[src/rtl/bf_stage_sequencer_if.sv]
// Bus bundle between the FFT stage sequencer and its controller, sample RAM,
// twiddle ROM and butterfly unit. The sequencer uses the master side.
interface bf_stage_sequencer_if #(
  parameter int N_LOG2 = 3,
  parameter int DW     = 8
);
  logic              start;
  logic [N_LOG2-1:0] stage;
  logic              busy;
  logic              done;
  logic              err;

  logic              rd_en;
  logic [N_LOG2-1:0] rd_addr_a;
  logic [N_LOG2-1:0] rd_addr_b;
  logic [2*DW-1:0]   rd_data_a;
  logic [2*DW-1:0]   rd_data_b;

  logic [N_LOG2-2:0] tw_addr;
  logic [DW-1:0]     tw_c;
  logic [DW:0]       tw_c_plus_s;
  logic [DW:0]       tw_c_minus_s;

  logic              start_calc;
  logic [DW-1:0]     A_re;
  logic [DW-1:0]     A_im;
  logic [DW-1:0]     B_re;
  logic [DW-1:0]     B_im;
  logic [DW-1:0]     i_C;
  logic [DW:0]       C_plus_S;
  logic [DW:0]       C_minus_S;

  logic              y_valid;
  logic [2*DW-1:0]   y0;
  logic [2*DW-1:0]   y1;

  logic              wr_en;
  logic [N_LOG2-1:0] wr_addr_a;
  logic [N_LOG2-1:0] wr_addr_b;
  logic [2*DW-1:0]   wr_data_a;
  logic [2*DW-1:0]   wr_data_b;

  modport master (
    input  start, stage, rd_data_a, rd_data_b, tw_c, tw_c_plus_s, tw_c_minus_s,
           y_valid, y0, y1,
    output busy, done, err, rd_en, rd_addr_a, rd_addr_b, tw_addr, start_calc,
           A_re, A_im, B_re, B_im, i_C, C_plus_S, C_minus_S,
           wr_en, wr_addr_a, wr_addr_b, wr_data_a, wr_data_b
  );

  modport slave (
    output start, stage, rd_data_a, rd_data_b, tw_c, tw_c_plus_s, tw_c_minus_s,
           y_valid, y0, y1,
    input  busy, done, err, rd_en, rd_addr_a, rd_addr_b, tw_addr, start_calc,
           A_re, A_im, B_re, B_im, i_C, C_plus_S, C_minus_S,
           wr_en, wr_addr_a, wr_addr_b, wr_data_a, wr_data_b
  );
endinterface

[src/rtl/bf_stage_sequencer.sv]
// Runs one radix-2 DIT FFT stage: per butterfly it reads an operand pair and
// twiddle, fires the butterfly, waits for its result and writes it back in place.
module bf_stage_sequencer #(
  parameter int N_LOG2 = 3,
  parameter int DW     = 8
) (
  input logic                  clk,
  input logic                  reset,
  bf_stage_sequencer_if.master bus
);
  localparam logic [N_LOG2-1:0] LAST_K     = N_LOG2'((1 << (N_LOG2 - 1)) - 1);
  localparam logic [N_LOG2-1:0] TOP_SHIFT  = N_LOG2'(N_LOG2 - 1);
  localparam logic [N_LOG2-1:0] NUM_STAGES = N_LOG2'(N_LOG2);

  typedef enum logic [2:0] {IDLE, READ, LOAD, FIRE, WAIT, WRITE, DONE} state_t;

  state_t            state;
  logic [N_LOG2-1:0] stage_q;
  logic [N_LOG2-1:0] k;

  logic [N_LOG2-1:0] s_sel;
  logic [N_LOG2-1:0] k_sel;
  logic [N_LOG2-1:0] span;
  logic [N_LOG2-1:0] pos;
  logic [N_LOG2-1:0] group;
  logic [N_LOG2-1:0] addr_a;
  logic [N_LOG2-1:0] addr_b;
  logic [N_LOG2-2:0] tw_next;

  // Addresses of the butterfly about to be read: k=0 of the requested stage
  // when leaving IDLE, otherwise k+1 of the latched stage.
  always_comb begin
    s_sel   = (state == IDLE) ? bus.stage : stage_q;
    k_sel   = (state == IDLE) ? '0 : k + N_LOG2'(1);
    span    = N_LOG2'(1) << s_sel;
    pos     = k_sel & (span - N_LOG2'(1));
    group   = k_sel >> s_sel;
    addr_a  = ((group << s_sel) << 1) + pos;
    addr_b  = addr_a + span;
    tw_next = (N_LOG2-1)'(pos << (TOP_SHIFT - s_sel));
  end

  always_ff @(posedge clk or posedge reset) begin
    if (reset) begin
      state          <= IDLE;
      stage_q        <= '0;
      k              <= '0;
      bus.busy       <= 1'b0;
      bus.done       <= 1'b0;
      bus.err        <= 1'b0;
      bus.rd_en      <= 1'b0;
      bus.rd_addr_a  <= '0;
      bus.rd_addr_b  <= '0;
      bus.tw_addr    <= '0;
      bus.start_calc <= 1'b0;
      bus.A_re       <= '0;
      bus.A_im       <= '0;
      bus.B_re       <= '0;
      bus.B_im       <= '0;
      bus.i_C        <= '0;
      bus.C_plus_S   <= '0;
      bus.C_minus_S  <= '0;
      bus.wr_en      <= 1'b0;
      bus.wr_addr_a  <= '0;
      bus.wr_addr_b  <= '0;
      bus.wr_data_a  <= '0;
      bus.wr_data_b  <= '0;
    end else begin
      bus.done       <= 1'b0;
      bus.err        <= 1'b0;
      bus.rd_en      <= 1'b0;
      bus.start_calc <= 1'b0;
      bus.wr_en      <= 1'b0;
      case (state)
        IDLE: begin
          if (bus.start) begin
            if (bus.stage < NUM_STAGES) begin
              stage_q       <= bus.stage;
              k             <= '0;
              bus.busy      <= 1'b1;
              bus.rd_en     <= 1'b1;
              bus.rd_addr_a <= addr_a;
              bus.rd_addr_b <= addr_b;
              bus.tw_addr   <= tw_next;
              state         <= READ;
            end else begin
              bus.err <= 1'b1;
            end
          end
        end
        READ: state <= LOAD;
        LOAD: begin
          bus.A_re       <= bus.rd_data_a[2*DW-1:DW];
          bus.A_im       <= bus.rd_data_a[DW-1:0];
          bus.B_re       <= bus.rd_data_b[2*DW-1:DW];
          bus.B_im       <= bus.rd_data_b[DW-1:0];
          bus.i_C        <= bus.tw_c;
          bus.C_plus_S   <= bus.tw_c_plus_s;
          bus.C_minus_S  <= bus.tw_c_minus_s;
          bus.start_calc <= 1'b1;
          state          <= FIRE;
        end
        FIRE: state <= WAIT;
        // Read addresses are still held, so they double as write-back addresses.
        WAIT: begin
          if (bus.y_valid) begin
            bus.wr_data_a <= bus.y0;
            bus.wr_data_b <= bus.y1;
            bus.wr_addr_a <= bus.rd_addr_a;
            bus.wr_addr_b <= bus.rd_addr_b;
            bus.wr_en     <= 1'b1;
            state         <= WRITE;
          end
        end
        WRITE: begin
          if (k == LAST_K) begin
            bus.done <= 1'b1;
            state    <= DONE;
          end else begin
            k             <= k_sel;
            bus.rd_en     <= 1'b1;
            bus.rd_addr_a <= addr_a;
            bus.rd_addr_b <= addr_b;
            bus.tw_addr   <= tw_next;
            state         <= READ;
          end
        end
        DONE: begin
          bus.busy <= 1'b0;
          state    <= IDLE;
        end
        default: state <= IDLE;
      endcase
    end
  end
endmodule

[src/flat_wrapper.sv]
// flat-port wrapper written by rule: the top's interface ports become plain ports
module bf_stage_sequencer_flat 
#(
  parameter int N_LOG2 = 3,
  parameter int DW     = 8
)
  (clk, reset, bus_start, bus_stage, bus_rd_data_a, bus_rd_data_b, bus_tw_c, bus_tw_c_plus_s, bus_tw_c_minus_s, bus_y_valid, bus_y0, bus_y1, bus_busy, bus_done, bus_err, bus_rd_en, bus_rd_addr_a, bus_rd_addr_b, bus_tw_addr, bus_start_calc, bus_A_re, bus_A_im, bus_B_re, bus_B_im, bus_i_C, bus_C_plus_S, bus_C_minus_S, bus_wr_en, bus_wr_addr_a, bus_wr_addr_b, bus_wr_data_a, bus_wr_data_b);
  bf_stage_sequencer_if #(.N_LOG2(N_LOG2), .DW(DW)) bus_i ();
  input logic clk;
  input logic reset;
  input wire logic [$bits(bus_i.start)-1:0] bus_start;
  input wire logic [$bits(bus_i.stage)-1:0] bus_stage;
  input wire logic [$bits(bus_i.rd_data_a)-1:0] bus_rd_data_a;
  input wire logic [$bits(bus_i.rd_data_b)-1:0] bus_rd_data_b;
  input wire logic [$bits(bus_i.tw_c)-1:0] bus_tw_c;
  input wire logic [$bits(bus_i.tw_c_plus_s)-1:0] bus_tw_c_plus_s;
  input wire logic [$bits(bus_i.tw_c_minus_s)-1:0] bus_tw_c_minus_s;
  input wire logic [$bits(bus_i.y_valid)-1:0] bus_y_valid;
  input wire logic [$bits(bus_i.y0)-1:0] bus_y0;
  input wire logic [$bits(bus_i.y1)-1:0] bus_y1;
  output wire logic [$bits(bus_i.busy)-1:0] bus_busy;
  output wire logic [$bits(bus_i.done)-1:0] bus_done;
  output wire logic [$bits(bus_i.err)-1:0] bus_err;
  output wire logic [$bits(bus_i.rd_en)-1:0] bus_rd_en;
  output wire logic [$bits(bus_i.rd_addr_a)-1:0] bus_rd_addr_a;
  output wire logic [$bits(bus_i.rd_addr_b)-1:0] bus_rd_addr_b;
  output wire logic [$bits(bus_i.tw_addr)-1:0] bus_tw_addr;
  output wire logic [$bits(bus_i.start_calc)-1:0] bus_start_calc;
  output wire logic [$bits(bus_i.A_re)-1:0] bus_A_re;
  output wire logic [$bits(bus_i.A_im)-1:0] bus_A_im;
  output wire logic [$bits(bus_i.B_re)-1:0] bus_B_re;
  output wire logic [$bits(bus_i.B_im)-1:0] bus_B_im;
  output wire logic [$bits(bus_i.i_C)-1:0] bus_i_C;
  output wire logic [$bits(bus_i.C_plus_S)-1:0] bus_C_plus_S;
  output wire logic [$bits(bus_i.C_minus_S)-1:0] bus_C_minus_S;
  output wire logic [$bits(bus_i.wr_en)-1:0] bus_wr_en;
  output wire logic [$bits(bus_i.wr_addr_a)-1:0] bus_wr_addr_a;
  output wire logic [$bits(bus_i.wr_addr_b)-1:0] bus_wr_addr_b;
  output wire logic [$bits(bus_i.wr_data_a)-1:0] bus_wr_data_a;
  output wire logic [$bits(bus_i.wr_data_b)-1:0] bus_wr_data_b;
  assign bus_i.start = bus_start;
  assign bus_i.stage = bus_stage;
  assign bus_i.rd_data_a = bus_rd_data_a;
  assign bus_i.rd_data_b = bus_rd_data_b;
  assign bus_i.tw_c = bus_tw_c;
  assign bus_i.tw_c_plus_s = bus_tw_c_plus_s;
  assign bus_i.tw_c_minus_s = bus_tw_c_minus_s;
  assign bus_i.y_valid = bus_y_valid;
  assign bus_i.y0 = bus_y0;
  assign bus_i.y1 = bus_y1;
  assign bus_busy = bus_i.busy;
  assign bus_done = bus_i.done;
  assign bus_err = bus_i.err;
  assign bus_rd_en = bus_i.rd_en;
  assign bus_rd_addr_a = bus_i.rd_addr_a;
  assign bus_rd_addr_b = bus_i.rd_addr_b;
  assign bus_tw_addr = bus_i.tw_addr;
  assign bus_start_calc = bus_i.start_calc;
  assign bus_A_re = bus_i.A_re;
  assign bus_A_im = bus_i.A_im;
  assign bus_B_re = bus_i.B_re;
  assign bus_B_im = bus_i.B_im;
  assign bus_i_C = bus_i.i_C;
  assign bus_C_plus_S = bus_i.C_plus_S;
  assign bus_C_minus_S = bus_i.C_minus_S;
  assign bus_wr_en = bus_i.wr_en;
  assign bus_wr_addr_a = bus_i.wr_addr_a;
  assign bus_wr_addr_b = bus_i.wr_addr_b;
  assign bus_wr_data_a = bus_i.wr_data_a;
  assign bus_wr_data_b = bus_i.wr_data_b;
  bf_stage_sequencer #(.N_LOG2(N_LOG2), .DW(DW)) u_core (.clk(clk), .reset(reset), .bus(bus_i));
endmodule
[config.mk]
export PLATFORM = sky130hd
export DESIGN_NAME = bf_stage_sequencer_flat
export DESIGN_NICKNAME = d
export VERILOG_FILES = /design/src/rtl/bf_stage_sequencer_if.sv /design/src/rtl/bf_stage_sequencer.sv /design/src/flat_wrapper.sv
export SDC_FILE = /design/constraint.sdc
export NUM_CORES = 1
export LEC_CHECK = 0
export CAP_MARGIN = 20
export CORE_AREA = 2 2 106 108
export DETAILED_ROUTE_END_ITERATION = 7
export DIE_AREA = 0 0 108 110
export GPL_TIMING_DRIVEN = 0
export PLACE_DENSITY = 0.94
export SLEW_MARGIN = 10
export SYNTH_ARGS = -nofsm -noshare
export SYNTH_HDL_FRONTEND = slang
export SYNTH_SLANG_ARGS = --single-unit
[constraint.sdc]
create_clock -name clk -period 7.8 [get_ports clk]
set_input_delay 1.56 -clock clk [delete_from_list [all_inputs] [get_ports clk]]
set_output_delay 1.56 -clock clk [all_outputs]
set_load 0.02 [all_outputs]
Yosys cells after proc, flatten, opt, wreduce, memory -nomap -nowiden
Index checks and enable logic that the tools add are counted.
- register bits after elaboration: 119
- output and inout port bits: 110
- word-level logic and storage cells: 91
- add/subtract/negate cells: 5
- order comparisons: 1
- eq/ne operators: 11
- shift-type cells: 4
- muxes and demuxes: 38
- bitwise operators: 1
- reduce and logical (&&, ||, !) cells: 8
- operator list (cell ; count):
    3-bit 2-to-1 mux ; 15
    3-bit case mux with 2 select lines ; 3
    3-bit case mux with 6 select lines ; 1
    1-bit 2-to-1 mux ; 13
    3-bit by 2-bit equality test with 1-bit output (second input constant) ; 3
    3-bit equality test (second input constant) ; 3
    3-bit AND reduction ; 3
    2-bit inequality test (second input constant) ; 4
    3-bit adder ; 2
    2-bit 2-to-1 mux ; 3
    3-bit by 3-bit left shift with 2-bit output ; 2
    1-bit case mux with 2 select lines ; 2
    2-bit case mux with 2 select lines ; 1
    4-bit AND reduction ; 1
    2-bit nonzero test ; 2
    3-bit by 1-bit adder with 3-bit output (second input constant) ; 1
    3-bit bitwise AND ; 1
    3-bit by 1-bit equality test with 1-bit output (second input constant) ; 1
    3-bit logical NOT ; 1
    3-bit by 2-bit < comparator with 1-bit output (second input constant) ; 1
    1-bit by 3-bit left shift with 3-bit output (first input constant) ; 1
    3-bit by 3-bit >> shifter with 3-bit output ; 1
    2-bit by 3-bit subtractor with 3-bit output (first input constant) ; 1
    3-bit by 1-bit subtractor with 3-bit output (second input constant) ; 1
    2-bit AND reduction ; 1

Logic depth before layout (Yosys ltp)
Gate-level depths: netlist (run 1).
- word-level depth: 10
- gate-level depth with buffers: 14
- mapped depth without buffers: 11

Least setup slack after synthesis (run 1)
OpenSTA, ideal clock, no wires.
- path type: input-to-reg
- start: in bus_stage[0]
- end: reg u_core.bus.rd_addr_b[2]
- arrival time: 3539 ps
- setup slack: 4139 ps
- stages on the path: 11
- buffers on the path: 1
- cells stage by stage: mux2i_1 -> ha_1 -> buf_2 -> xnor2_1 -> nor2_1 -> nor3_1 -> ha_1 -> fa_1 -> xnor3_1 -> xnor2_1 -> o21ai_1
- longest elaborated chain between the ends: 9
- RTL lines (item ; line ; source):
    start, declared ; flat_wrapper.sv:12 ; input wire logic [$bits(bus_i.stage)-1:0] bus_stage;
    3-bit 2-to-1 mux * ; bf_stage_sequencer.sv:33 ; s_sel = (state == IDLE) ? bus.stage : stage_q;
    1-bit by 3-bit left shift with 3-bit output ; bf_stage_sequencer.sv:35 ; span = N_LOG2'(1) << s_sel;
    3-bit by 1-bit subtractor with 3-bit output ; bf_stage_sequencer.sv:36 ; pos = k_sel & (span - N_LOG2'(1));
    3-bit bitwise AND ; bf_stage_sequencer.sv:36 ;
    3-bit adder * ; bf_stage_sequencer.sv:38 ; addr_a = ((group << s_sel) << 1) + pos;
    via u_core.addr_a[1] ; bf_stage_sequencer.sv:26 ; logic [N_LOG2-1:0] addr_a;
    3-bit adder * ; bf_stage_sequencer.sv:39 ; addr_b = addr_a + span;
    3-bit 2-to-1 mux ; bf_stage_sequencer.sv:77 ; if (bus.stage < NUM_STAGES) begin
    3-bit 2-to-1 mux ; bf_stage_sequencer.sv:76 ; if (bus.start) begin
    3-bit case mux with 2 select lines * ; bf_stage_sequencer.sv:74 ; case (state)
    end signal, assigned ; bf_stage_sequencer.sv:83 ; bus.rd_addr_b <= addr_b;
    end signal, assigned ; bf_stage_sequencer.sv:123 ; bus.rd_addr_b <= addr_b;
    end, declared ; bf_stage_sequencer_if.sv:46 ; output busy, done, err, rd_en, rd_addr_a, rd_addr_b, tw_addr, start_calc,
Mark *: on every way through the listed nets, which the timed path passes. The rest lies on a longest branch. The select of a mux whose other input is x is not followed.
A chain may end at the register's enable or synchronous reset.

Worst setup path after layout (run 1)
Ends and elaborated chain as after synthesis.

==> qor.log, run 1 <==
qor: global_route.grt_pass1_wl 19200 um
qor: clocking.cts.root.buffer_cell sky130_fd_sc_hd__clkbuf_8
qor: global_route.grt_antenna_before_repair 0
qor: worst_hold_path.hold_end u_core.bus.tw_addr[0]$_DFFE_PP0P_
qor: yosys.share_of_the_synthesized_area_in_compound_gates_ao_oa_aoi_oai 0.0283
qor: setup_path.crit_path_cell_trace clkdlybuf4s50_1 -> mux2i_1 -> ha_1 -> buf_2 -> xnor2_1 -> nor2_1 -> nor3_1 -> ha_1 -> fa_1 -> xnor3_1 -> xnor2_1 -> o21ai_1
qor: yosys.post_synthesis_instance_area 4860 um^2
qor: setup_path.path_class input port to flop
qor: cells_and_area.layout_commonest_cell sky130_fd_sc_hd__clkdlybuf4s50_1
qor: cells_and_area.filler_cell_count 726
qor: yosys.synth_area_leaders sky130_fd_sc_hd__dfrtp_1 (61%), sky130_fd_sc_hd__mux2_2 (23%), sky130_fd_sc_hd__nand2_1 (1.5%)
qor: worst_hold_path.hold_path_startpoint u_core.bus.tw_addr[0]$_DFFE_PP0P_
qor: yosys.synth-edff-count 0
qor: cells_and_area.antennaDiodeCount 0
qor: setup_path.cp.required 8.19 ns
qor: timing.max_freq 254 MHz
qor: pwr.power.share.clock 0.225
qor: cells_and_area.layout.cells.most_common_list sky130_fd_sc_hd__clkdlybuf4s50_1 (206), sky130_fd_sc_hd__dfrtp_1 (119), sky130_fd_sc_hd__mux2_2 (98)
qor: route.detail_route.vias_per_cell 4.92
qor: floorplan.core_area 10700 um^2
qor: global_route.grt_overflow_total 0
qor: route.remaining_drc_errors 0
qor: clocking.clock_path_buffers 2
qor: yosys.asyncSetResetFlopFracSynth 1.00
qor: pwr.cellLeakagePower 0.00332 uW
qor: setup_path.cpPeakStageDelay 0.61 ns
qor: pwr.power_report.internal_total 2380 uW
qor: yosys.yosys.area_share.adder 0.0144
qor: route.route.antenna.remaining_nets 0
qor: yosys.syn-instance-count 339
qor: pwr.vdd_drop_max 217 uV
qor: timing.timing.final.setup_violations 0
qor: floorplan.die_w 108 um
qor: place.gpl.final_weighted_congestion 0.821
qor: setup_path.cp_slowest_cell sky130_fd_sc_hd__clkdlybuf4s50_1
qor: setup_path.critPathMaxFanout 7
qor: timing.finalWorstPathRequiredPeriod 3.94 ns
qor: place.port_buffers 206
qor: clocking.tritoncts yes
qor: setup_path.regToRegSetupSlack 4.46 ns
qor: timing.grt_setup_unrepaired false
qor: yosys.synth.yosys.warnings 0
qor: route.routed_wirelength 12600 um
qor: global_route.first_global_vias 3801
qor: clocking.post_cts_resized 0
qor: floorplan.initial_core_util 0.454
qor: worst_hold_path.min_path_type flop to flop
qor: setup_path.reg2reg_to u_core.bus.rd_addr_b[2]$_DFFE_PP0P_
qor: clocking.cts_hold_buf 0
qor: yosys.synth_largest_type_area_fraction 0.613
qor: yosys.netlist.top_cell.by_area sky130_fd_sc_hd__dfrtp_1
qor: floorplan.row_count 38
qor: timing.fin_crit_sh 0.505
qor: clocking.clkSlewWorstSetupHoldPaths 0.05 ns
qor: yosys.synth_top_family_by_area multiplexers
qor: worst_hold_path.hold_depth 2
qor: setup_path.cp.arrival 4.34 ns
qor: timing.timing.slew.headroom 0.598
qor: route.wire_per_inst 17.6 um
qor: timing.tightestPinTransition 0.598 ns
qor: clocking.numCtsBuffers 17
qor: yosys.synth-seq-cells 119
qor: yosys.synth.net_count 441
qor: yosys.ys_seq_area_frac 0.613
qor: route.via_total_after_detailed_routing 3532
qor: pwr.seqPwrFrac 0.298
qor: status.run_status complete, no violations
qor: cells_and_area.postLayoutCoreUtil 0.724
qor: timing.fin_skew 0.00608 ns
qor: setup_path.startpoint_type input port
qor: setup_path.worst_r2r_path_depth 14
qor: clocking.clock_tree.htree_level_count 4
qor: timing.report.final.slew_viol_count 0
qor: clocking.cts.sink_count 119
qor: setup_path.critical_path_buf_inv_count 2
qor: yosys.synth_top_flop_cell sky130_fd_sc_hd__dfrtp_1
qor: pwr.comb_pwr_share 0.477
qor: floorplan.die-area 11900 um^2
qor: cells_and_area.final_layout_size_suffix_gt1_frac 0.258
qor: pwr.switching_share 0.342
qor: timing.setup_tns 0 ns
qor: yosys.post_synth_mux_area_share 0.238
qor: global_route.grt_util_all_layers 0.217
qor: route.dr.pass1.iters 4
qor: setup_path.gate_family_responsible_for_the_most_delay_along_the_worst_path adder cells
qor: cells_and_area.area_growth 59.6%
qor: floorplan.chipHeight 110 um
qor: cells_and_area.area.sequential 2980 um^2
qor: setup_path.worst_reg2reg_startpoint u_core.state[0]$_DFFE_PP0P_
qor: cells_and_area.fin_nets 667
qor: cells_and_area.multi_input_area 1720 um^2
qor: flow_run.max-cap-violations 0
qor: pwr.power_density 466 nW/um^2
qor: yosys.simple_gate_portion_of_the_synthesized_area 0.0603
qor: clocking.worst_skew_pair.late_latency 0.51 ns
qor: yosys.synth.distinct_cells 41
qor: yosys.parity_gate_share_of_the_synthesized_area_counting_xor_and_xnor_cells 0.0137
qor: pwr.power.net_switching 1230 uW
qor: route.dr.first_iter.drc_count 148
qor: timing.final_hold_viol_count 0
qor: yosys.synth.avg_cell_area 14.3 um^2
qor: clocking.cts_setup_buffers 0
qor: floorplan.ios 207
qor: place.detailed_place_hpwl 9430 um
qor: global_route.grt_start_max_net_pins 91
qor: setup_path.end_kind flop
-- metal layers --
metal	GRT usage	vias to the layer above	share of wire
met4	0.0934	0	0.020
met1	0.235	1734	0.37
met3	0.0611	22	0.066
li1	-	1638	-
met5	0	-	0
met2	0.397	138	0.55
-- power by group through the flow --
stage	registers, uW	logic [uW]	clock network (uW)
6_report	1080	1720	812
5_1_grt	1110	1830	859
4_1_cts	1080	1740	825
3_5_place_dp	1090	1730	0
3_3_place_gp	1060	1680	0
2_1_floorplan	1400	637	0
-- kinds of logic (layout without fill, tap and decap cells) --
logic type	after synthesis	count (layout)
flip-flops	119	119
multiplexers	103	103
AND/OR/NAND/NOR	55	55
buffers and inverters	26	265
AO/OA/AOI/OAI	24	24
XOR/XNOR	6	6
adder cells (fa/ha/maj)	5	5
other	1	1
-- flip-flops by register name, summed over array words and instances, names as in the netlist, 8 cells and up --
signal                cells
u_core.bus.A_im           8
u_core.bus.C_minus_S      9
u_core.bus.wr_data_b     16
u_core.bus.C_plus_S       9
u_core.bus.A_re           8
u_core.bus.B_re           8
u_core.bus.wr_data_a     16
u_core.bus.i_C            8
u_core.bus.B_im           8
-- Yosys cell counts (all sizes together), types with 2 or more instances --
library cell / instances
nor2: 7
nand2: 20
mux2i: 5
buf: 16
a31oi: 2
a21oi: 5
dfrtp: 119
xor2: 2
ha: 4
inv: 8
or3: 3
nand3: 3
xnor2: 3
mux2: 98
nor2b: 4
clkbuf: 2
and2: 2
a21o: 2
nor3: 6
o21ai: 12
nor3b: 3
-- through the flow --
stage	std cells	total power, uW	cell area, um^2	hold WS, ns	setup slack [ns]
floorplan	339	2040	4860	0.453	3.08
global placement	685	2740	7090	0.460	1.63
detailed placement	686	2820	7130	0.471	3.34
CTS	718	3650	7750	0.483	3.88
global route	718	3800	7750	0.517	3.74
finish	718	3610	7750	0.474	3.86
-- worst min-delay path: cells and delay by family, from the launching register on --
family	cells	cell delay (ns)
flops	1	0.34
simple gates	2	0.10
-- worst max path at each step --
stage                            start                             endpoint  slack [ns]  cells past startpoint
after floorplan                  reset       u_core.bus.A_im[0]$_DFFE_PP0P_        3.08                      1
after global routing      bus_stage[0]  u_core.bus.rd_addr_b[2]$_DFFE_PP0P_        3.74                     12
after detailed placement  bus_stage[0]  u_core.bus.rd_addr_b[2]$_DFFE_PP0P_        3.34                     12
after global placement           reset    u_core.bus.tw_addr[1]$_DFFE_PP0P_        1.63                      2
final                     bus_stage[0]  u_core.bus.rd_addr_b[2]$_DFFE_PP0P_        3.86                     12
after CTS                 bus_stage[0]  u_core.bus.rd_addr_b[2]$_DFFE_PP0P_        3.88                     12
-- area by class of cell --
cell class                 instances  share of cell area
inverter                           8             0.00452
timing repair buffer             207               0.270
buffer                            18              0.0160
multi-input combinational        194               0.223
sequential                       119               0.384
clock buffer                      24              0.0620
clock inverter                     8              0.0184
tap                              140              0.0226
Power figures use the tool's default switching activity.
==> run 2: changes to the inputs <==
CORE_AREA = 2 2 117 119   (was 2 2 106 108)
DIE_AREA = 0 0 119 121   (was 0 0 108 110)
PLACE_DENSITY = 0.83   (was 0.94)
clock period = 3.2 ns   (was 7.8 ns; I/O delays follow)
==> run 2 against run 1 <==
- total power is 150% higher
- clock skew is 0.0034 ns higher
- utilization is 12 points lower
- die area is 21% higher
- wire length is 1.4% lower
- worst setup slack worse by 3.7 ns
- first-iteration DRC count is 12% higher
- hold slack better by 0.0045 ns
==> qor.log, run 2 (synthesis gave the netlist of run 1 again) <==
qor: clocking.tritoncts yes [unchanged]
qor: global_route.grt_start_max_net_pins 40 [was 91]
qor: timing.tightestPinTransition 0.705 ns [was 0.598 ns]
qor: place.gpl.final_weighted_congestion 0.789 [was 0.821]
qor: clocking.cts.sink_count 119 [unchanged]
qor: pwr.comb_pwr_share 0.486 [was 0.477]
qor: route.dr.pass1.iters 4 [unchanged]
qor: setup_path.path_class flop to flop [was input port to flop]
qor: global_route.grt_overflow_total 0 [unchanged]
qor: pwr.power_report.internal_total 5960 uW [was 2380 uW]
qor: timing.finalWorstPathRequiredPeriod 3.05 ns
qor: clocking.clkSlewWorstSetupHoldPaths 0.05 ns [about the same]
qor: setup_path.end_kind flop [unchanged]
qor: cells_and_area.filler_cell_count 1001 [was 726]
qor: cells_and_area.final_layout_size_suffix_gt1_frac 0.278 [was 0.258]
qor: route.remaining_drc_errors 0 [unchanged]
qor: timing.fin_crit_sh 0.952
qor: flow_run.max-cap-violations 0 [unchanged]
qor: pwr.power.total 9010 uW [was 3610 uW]
qor: global_route.first_global_vias 3782 [was 3801]
qor: timing.fin_skew 0.00952 ns [was 0.00608 ns]
qor: setup_path.cp.arrival 3.34 ns [was 4.34 ns]
qor: pwr.power.share.clock 0.224 [was 0.225]
qor: pwr.power.net_switching 3050 uW [was 1230 uW]
qor: clocking.worst_skew_pair.late_latency 0.41 ns [was 0.51 ns]
qor: floorplan.ios 207 [unchanged]
qor: floorplan.core_area 13100 um^2 [was 10700 um^2]
qor: clocking.clock_path_buffers 2 [unchanged]
qor: timing.grt_setup_unrepaired false [unchanged]
qor: route.dr.first_iter.drc_count 166 [was 148]
qor: place.port_buffers 206 [unchanged]
qor: global_route.grt_pass1_wl 19300 um [was 19200 um]
qor: floorplan.chipHeight 121 um [was 110 um]
qor: global_route.grt_util_all_layers 0.175 [was 0.217]
qor: worst_hold_path.min_path_type flop to flop [unchanged]
qor: pwr.seqPwrFrac 0.290 [was 0.298]
qor: place.post-place-ws -0.299 ns [was 3.34 ns]
qor: setup_path.critPathMaxFanout 10 [was 7]
qor: route.via_total_after_detailed_routing 3528 [was 3532]
qor: setup_path.cp.required 3.50 ns [was 8.19 ns]
qor: cells_and_area.fin_nets 676 [was 667]
qor: pwr.cellLeakagePower 0.00338 uW [was 0.00332 uW]
qor: cells_and_area.layout_commonest_cell sky130_fd_sc_hd__clkdlybuf4s50_1 [unchanged]
qor: setup_path.worst_r2r_path_depth 13 [was 14]
qor: clocking.cts.root.buffer_cell sky130_fd_sc_hd__clkbuf_16 [was sky130_fd_sc_hd__clkbuf_8]
qor: place.detailed_place_hpwl 9250 um [was 9430 um]
qor: timing.max_freq 328 MHz
qor: floorplan.die_w 119 um [was 108 um]
qor: worst_hold_path.hold_depth 2 [unchanged]
qor: timing.final_hold_viol_count 0 [unchanged]
qor: timing.setup_ws 0.154 ns [was 3.86 ns]
qor: pwr.switching_share 0.339 [was 0.342]
qor: timing.timing.final.setup_violations 0 [unchanged]
qor: floorplan.initial_core_util 0.371 [was 0.454]
qor: timing.timing.slew.headroom 0.527 [was 0.598]
qor: floorplan.die-area 14400 um^2 [was 11900 um^2]
qor: route.routed_wirelength 12500 um [was 12600 um]
qor: timing.report.final.slew_viol_count 0 [unchanged]
qor: route.detail_route.vias_per_cell 4.62 [was 4.92]
qor: cells_and_area.layout.cells.most_common_list sky130_fd_sc_hd__clkdlybuf4s50_1 (206), sky130_fd_sc_hd__dfrtp_1 (119), sky130_fd_sc_hd__mux2_2 (98) [unchanged]
qor: clocking.numCtsBuffers 17 [unchanged]
qor: cells_and_area.reg.largest.list u_core.bus.wr_data_a: 16 flops, u_core.bus.wr_data_b: 16 flops [unchanged]
qor: cells_and_area.area_growth 63.2% [was 59.6%]
qor: status.run_status complete, no violations [unchanged]
qor: global_route.grt_antenna_before_repair 0 [unchanged]
qor: cells_and_area.antennaDiodeCount 0 [unchanged]
qor: clocking.cts_hold_buf 0 [unchanged]
qor: route.wire_per_inst 16.3 um [was 17.6 um]
qor: setup_path.startpoint_type flop [was input port]
qor: pwr.power_density 1140 nW/um^2 [was 466 nW/um^2]
qor: clocking.clock_tree.htree_level_count 4 [unchanged]
qor: pwr.vdd_drop_max 404 uV [was 217 uV]
qor: floorplan.row_count 42 [was 38]
qor: route.route.antenna.remaining_nets 0 [unchanged]
## run 2: through the flow
step	area, um^2	std cells	setup TNS, ns	util	hold WS [ns]
floorplan	4860	339	0	-	0.453
global placement	7140	721	-0.246	0.546	0.468
detailed placement	7200	724	-0.299	0.550	0.481
CTS	7850	757	0	0.600	0.492
global route	7930	763	0	0.606	0.512
finish	7930	763	0	0.606	0.478
## run 2: repair_timing
item | in CTS | in global routing
gates resized for setup | 2 | 5
pin swaps | 2 | 5
buffers inserted | 1 | 7
endpoints found under the setup margin | 1 | 1
gates cloned | 0 | 0
## run 2: critical path, cell delays in order (launching register included)
cell                      delay (ns)
sky130_fd_sc_hd__dfrtp_1        0.37
sky130_fd_sc_hd__buf_6          0.14
sky130_fd_sc_hd__or3_1          0.38
sky130_fd_sc_hd__buf_6          0.14
sky130_fd_sc_hd__mux2i_4        0.19
sky130_fd_sc_hd__ha_4           0.21
sky130_fd_sc_hd__xnor2_2        0.15
sky130_fd_sc_hd__nor2_1         0.06
sky130_fd_sc_hd__nor3_1         0.21
sky130_fd_sc_hd__ha_1           0.29
sky130_fd_sc_hd__fa_2           0.35
sky130_fd_sc_hd__xnor3_1        0.20
sky130_fd_sc_hd__xnor2_1        0.17
sky130_fd_sc_hd__o21ai_1        0.07
## run 2: path summary, 6_finish.rpt
kind	startpoint	end	slack, ns
max	u_core.state[0]$_DFFE_PP0P_	u_core.bus.rd_addr_b[2]$_DFFE_PP0P_	0.15
min	u_core.bus.tw_addr[0]$_DFFE_PP0P_	u_core.bus.tw_addr[0]$_DFFE_PP0P_	0.48
max reg2reg	u_core.state[0]$_DFFE_PP0P_	u_core.bus.rd_addr_b[2]$_DFFE_PP0P_	0.15
min reg2reg	u_core.bus.tw_addr[0]$_DFFE_PP0P_	u_core.bus.tw_addr[0]$_DFFE_PP0P_	0.48
max in group asynchronous	reset	u_core.bus.i_C[4]$_DFFE_PP0P_	1.87
min in group asynchronous	reset	u_core.bus.wr_data_b[2]$_DFFE_PP0P_	0.57
## run 2: layer usage
metal	global-route usage	routed length, um	vias up
met1	0.194	4880	1735
met2	0.314	6780	119
met3	0.0461	558	19
met5	0	0	-
li1	-	-	1655
met4	0.0804	249	0
## run 2: power by group through the flow
stage / clock network [uW] / registers [uW] / logic (uW)
after floorplan: 0 / 3420 / 1550
after global placement: 0 / 2590 / 4120
after detailed placement: 0 / 2640 / 4220
after CTS: 2060 / 2620 / 4280
after global routing: 2130 / 2700 / 4640
final: 2020 / 2610 / 4380
## run 2: cell type report
type / instances / area, um^2 / area share
Clock buffer: 23 / 488 / 0.0616
Multi-Input combinational cell: 194 / 1760 / 0.222
Sequential cell: 119 / 2980 / 0.376
Tap cell: 176 / 220 / 0.0278
Clock inverter: 9 / 145 / 0.0183
Inverter: 8 / 33.8 / 0.00426
Timing Repair Buffer: 217 / 2180 / 0.275
Buffer: 17 / 119 / 0.0150
==> run 3: changes to the inputs <==
CORE_AREA = 2 2 114 116   (was 2 2 117 119)
CTS_BUF_LIST = sky130_fd_sc_hd__clkbuf_8   (was not set)
DIE_AREA = 0 0 116 118   (was 0 0 119 121)
MAX_ROUTING_LAYER = met4   (was not set)
PLACE_DENSITY = 0.87   (was 0.83)
==> run 3 against run 2 <==
- sequential power about the same
- via count increased by 1.3%
- combinational power decreased by 2%
- first-iteration DRC count decreased by 38%
- register-to-register slack got worse by 0.09 ns
- utilization increased by 0.50 points
- highest routed layer unchanged
==> qor.log, run 3 (synthesis gave the netlist of run 1 again) <==
qor: floorplan.core_area 12400 um^2 [was 13100 um^2]
qor: pwr.seqPwrFrac 0.323 [was 0.290]
qor: floorplan.row_count 41 [was 42]
qor: timing.report.final.slew_viol_count 0 [unchanged]
qor: flow_run.max-cap-violations 0 [unchanged]
qor: cells_and_area.layout_commonest_cell sky130_fd_sc_hd__clkdlybuf4s50_1 [unchanged]
qor: pwr.power_report.internal_total 5130 uW [was 5960 uW]
qor: setup_path.worst_reg2reg_startpoint u_core.state[0]$_DFFE_PP0P_ [unchanged]
qor: pwr.power.net_switching 2920 uW [was 3050 uW]
qor: timing.tightestPinTransition 0.507 ns [was 0.705 ns]
qor: place.port_buffers 206 [unchanged]
qor: timing.final_hold_viol_count 0 [unchanged]
qor: clocking.numCtsBuffers 17 [unchanged]
qor: setup_path.cp.arrival 3.45 ns [was 3.34 ns]
qor: worst_hold_path.min_path_type flop to flop [unchanged]
qor: setup_path.crit_path_cell_trace buf_6 -> or3_1 -> buf_6 -> mux2i_4 -> ha_2 -> buf_4 -> xnor2_2 -> nor2_1 -> nor3_1 -> ha_1 -> fa_2 -> xnor3_1 -> xnor2_1 -> o21ai_1 [was buf_6 -> or3_1 -> buf_6 -> mux2i_4 -> ha_4 -> xnor2_2 -> nor2_1 -> nor3_1 -> ha_1 -> fa_2 -> xnor3_1 -> xnor2_1 -> o21ai_1]
qor: pwr.switching_share 0.363 [was 0.339]
qor: clocking.worst_skew_pair.late_latency 0.42 ns [was 0.41 ns]
qor: pwr.power_density 1060 nW/um^2 [was 1140 nW/um^2]
qor: cells_and_area.fin_nets 672 [was 676]
qor: cells_and_area.area.sequential 2980 um^2 [unchanged]
qor: place.detailed_place_hpwl 9450 um [was 9250 um]
qor: clocking.clkSlewWorstSetupHoldPaths 0.06 ns [was 0.05 ns]
qor: clocking.cts_hold_buf 0 [unchanged]
qor: route.dr.pass1.iters 4 [unchanged]
qor: global_route.grt_overflow_total 0 [unchanged]
qor: setup_path.critPathMaxFanout 10 [unchanged]
qor: clocking.cts.root.buffer_cell sky130_fd_sc_hd__clkbuf_8 [was sky130_fd_sc_hd__clkbuf_16]
qor: worst_hold_path.hold_path_startpoint u_core.bus.tw_addr[0]$_DFFE_PP0P_ [unchanged]
qor: setup_path.reg2reg_to u_core.bus.rd_addr_b[2]$_DFFE_PP0P_ [unchanged]
qor: pwr.power.share.clock 0.142 [was 0.224]
qor: clocking.cts.sink_count 119 [unchanged]
qor: setup_path.cp.required 3.51 ns [was 3.50 ns]
qor: clocking.clock_tree.htree_level_count 4 [unchanged]
qor: cells_and_area.reg.largest.list u_core.bus.wr_data_a: 16 flops, u_core.bus.wr_data_b: 16 flops [unchanged]
qor: cells_and_area.postLayoutCoreUtil 0.611 [was 0.606]
qor: setup_path.cp_slowest_cell sky130_fd_sc_hd__or3_1 [unchanged]
qor: route.routed_wirelength 12400 um [was 12500 um]
qor: timing.timing.final.setup_violations 0 [unchanged]
qor: cells_and_area.antennaDiodeCount 0 [unchanged]
qor: place.placed_cells 720 [was 724]
qor: floorplan.chipHeight 118 um [was 121 um]
qor: global_route.first_global_vias 3929 [was 3782]
qor: timing.max_freq 318 MHz [was 328 MHz]
qor: floorplan.ios 207 [unchanged]
qor: timing.finalWorstPathRequiredPeriod 3.14 ns [was 3.05 ns]
qor: route.detail_route.vias_per_cell 4.75 [was 4.62]
qor: setup_path.gate_family_responsible_for_the_most_delay_along_the_worst_path adder cells [unchanged]
qor: floorplan.die_w 116 um [was 119 um]
qor: cells_and_area.filler_cell_count 973 [was 1001]
qor: setup_path.worst_r2r_path_depth 14 [was 13]
qor: worst_hold_path.hold_end u_core.bus.tw_addr[0]$_DFFE_PP0P_ [unchanged]
qor: clocking.tritoncts yes [unchanged]
qor: setup_path.critical_path_buf_inv_count 3 [was 2]
qor: route.via_total_after_detailed_routing 3575 [was 3528]
qor: setup_path.path_class flop to flop [unchanged]
qor: global_route.grt_pass1_wl 19400 um [was 19300 um]
qor: route.remaining_drc_errors 0 [unchanged]
qor: setup_path.end_kind flop [unchanged]
qor: route.dr.first_iter.drc_count 103 [was 166]
qor: route.wire_per_inst 16.4 um [was 16.3 um]
qor: timing.fin_crit_sh 0.981 [was 0.952]
qor: setup_path.cpPeakStageDelay 0.38 ns [about the same]
qor: pwr.vdd_drop_max 519 uV [was 404 uV]
qor: floorplan.die-area 13700 um^2 [was 14400 um^2]
qor: status.run_status complete, no violations [unchanged]
qor: cells_and_area.multi_input_area 1750 um^2 [was 1760 um^2]
qor: timing.fin_skew 0.00779 ns [was 0.00952 ns]
qor: setup_path.regToRegSetupSlack 0.06 ns [was 0.15 ns]
qor: global_route.grt_start_max_net_pins 38 [was 40]
qor: worst_hold_path.hold_depth 2 [unchanged]
qor: floorplan.initial_core_util 0.391 [was 0.371]
qor: pwr.cellLeakagePower 0.00323 uW [was 0.00338 uW]
qor: cells_and_area.area_growth 56.1% [was 63.2%]
qor: timing.timing.slew.headroom 0.661 [was 0.527]
qor: setup_path.critical-path-top-cell-by-count sky130_fd_sc_hd__buf_6 [unchanged]
qor: cells_and_area.layout.cells.most_common_list sky130_fd_sc_hd__clkdlybuf4s50_1 (206), sky130_fd_sc_hd__dfrtp_1 (119), sky130_fd_sc_hd__mux2_2 (98) [unchanged]
qor: place.gpl.final_weighted_congestion 0.813 [was 0.789]
qor: global_route.grt_util_all_layers 0.191 [was 0.175]
qor: cells_and_area.final_cell_count_no_fill 752 [was 763]
qor: setup_path.startpoint_type flop [unchanged]
qor: route.route.antenna.remaining_nets 0 [unchanged]
qor: global_route.grt_antenna_before_repair 0 [unchanged]
qor: pwr.comb_pwr_share 0.535 [was 0.486]
qor: clocking.clock_path_buffers 2 [unchanged]
qor: timing.setup_tns 0 ns [unchanged]
qor: cells_and_area.final_layout_size_suffix_gt1_frac 0.267 [was 0.278]
-- run 3: through the flow --
step / power (uW) / worst slack (ns) / hold slack [ns] / instance area [um^2]
floorplan: 4970 / 0.0771 / 0.453 / 4860
global placement: 6690 / -0.252 / 0.462 / 7140
detailed placement: 6870 / -0.293 / 0.468 / 7200
CTS: 8060 / 0.0477 / 0.483 / 7540
global route: 8530 / -0.0248 / 0.512 / 7580
finish: 8050 / 0.0602 / 0.480 / 7580
-- run 3: power by group through the flow --
stage          clock network (uW)  logic (uW)  registers [uW]
2_1_floorplan                   0        1550            3420
3_3_place_gp                    0        4110            2570
3_5_place_dp                    0        4230            2630
4_1_cts                      1190        4260            2610
6_report                     1140        4310            2600
5_1_grt                      1250        4590            2690
-- run 3: worst max-delay path by stage --
stage | from | cells after the start | to
after floorplan | u_core.state[0]$_DFFE_PP0P_ | 14 | u_core.bus.rd_addr_b[2]$_DFFE_PP0P_
after detailed placement | bus_stage[0] | 12 | u_core.bus.rd_addr_b[2]$_DFFE_PP0P_
after global routing | u_core.state[0]$_DFFE_PP0P_ | 14 | u_core.bus.rd_addr_b[2]$_DFFE_PP0P_
after global placement | bus_stage[0] | 12 | u_core.bus.rd_addr_b[2]$_DFFE_PP0P_
after CTS | u_core.state[0]$_DFFE_PP0P_ | 14 | u_core.bus.rd_addr_b[2]$_DFFE_PP0P_
final | u_core.state[0]$_DFFE_PP0P_ | 14 | u_core.bus.rd_addr_b[2]$_DFFE_PP0P_
-- run 3: timing repair --
action | 4_1_cts | 5_1_grt
pin swaps | 3 | 5
hold endpoints to repair | 0 | 0
endpoints found under the setup margin | 1 | 1
setup buffers | 0 | 3
resized for setup | 2 | 4
-- run 3: worst register-to-register path, delay by kind of cell (launching register included) --
family,cells,cell delay (ns)
XOR/XNOR,3,0.53
AO/OA/AOI/OAI,1,0.09
buffers and inverters,3,0.45
multiplexers,1,0.18
adder cells (fa/ha/maj),3,0.82
AND/OR/NAND/NOR,3,0.57
flip-flops,1,0.37
-- run 3: area by class of cell --
type	count	share of cell area
sequential	119	0.393
timing repair buffer	212	0.283
multi-input combinational	194	0.231
clock buffer	22	0.0399
tap	172	0.0284
buffer	18	0.0167
inverter	8	0.00446
clock inverter	7	0.00413
-- run 3: per-layer routing --
metal | global-route usage | part of all wire | vias up | wire length [um]
met5 | - | 0 | - | 0
met4 | 0.0960 | 0.030 | 0 | 368
met3 | 0.0499 | 0.065 | 33 | 801
met2 | 0.327 | 0.53 | 139 | 6560
met1 | 0.202 | 0.37 | 1768 | 4630
li1 | - | - | 1635 | -
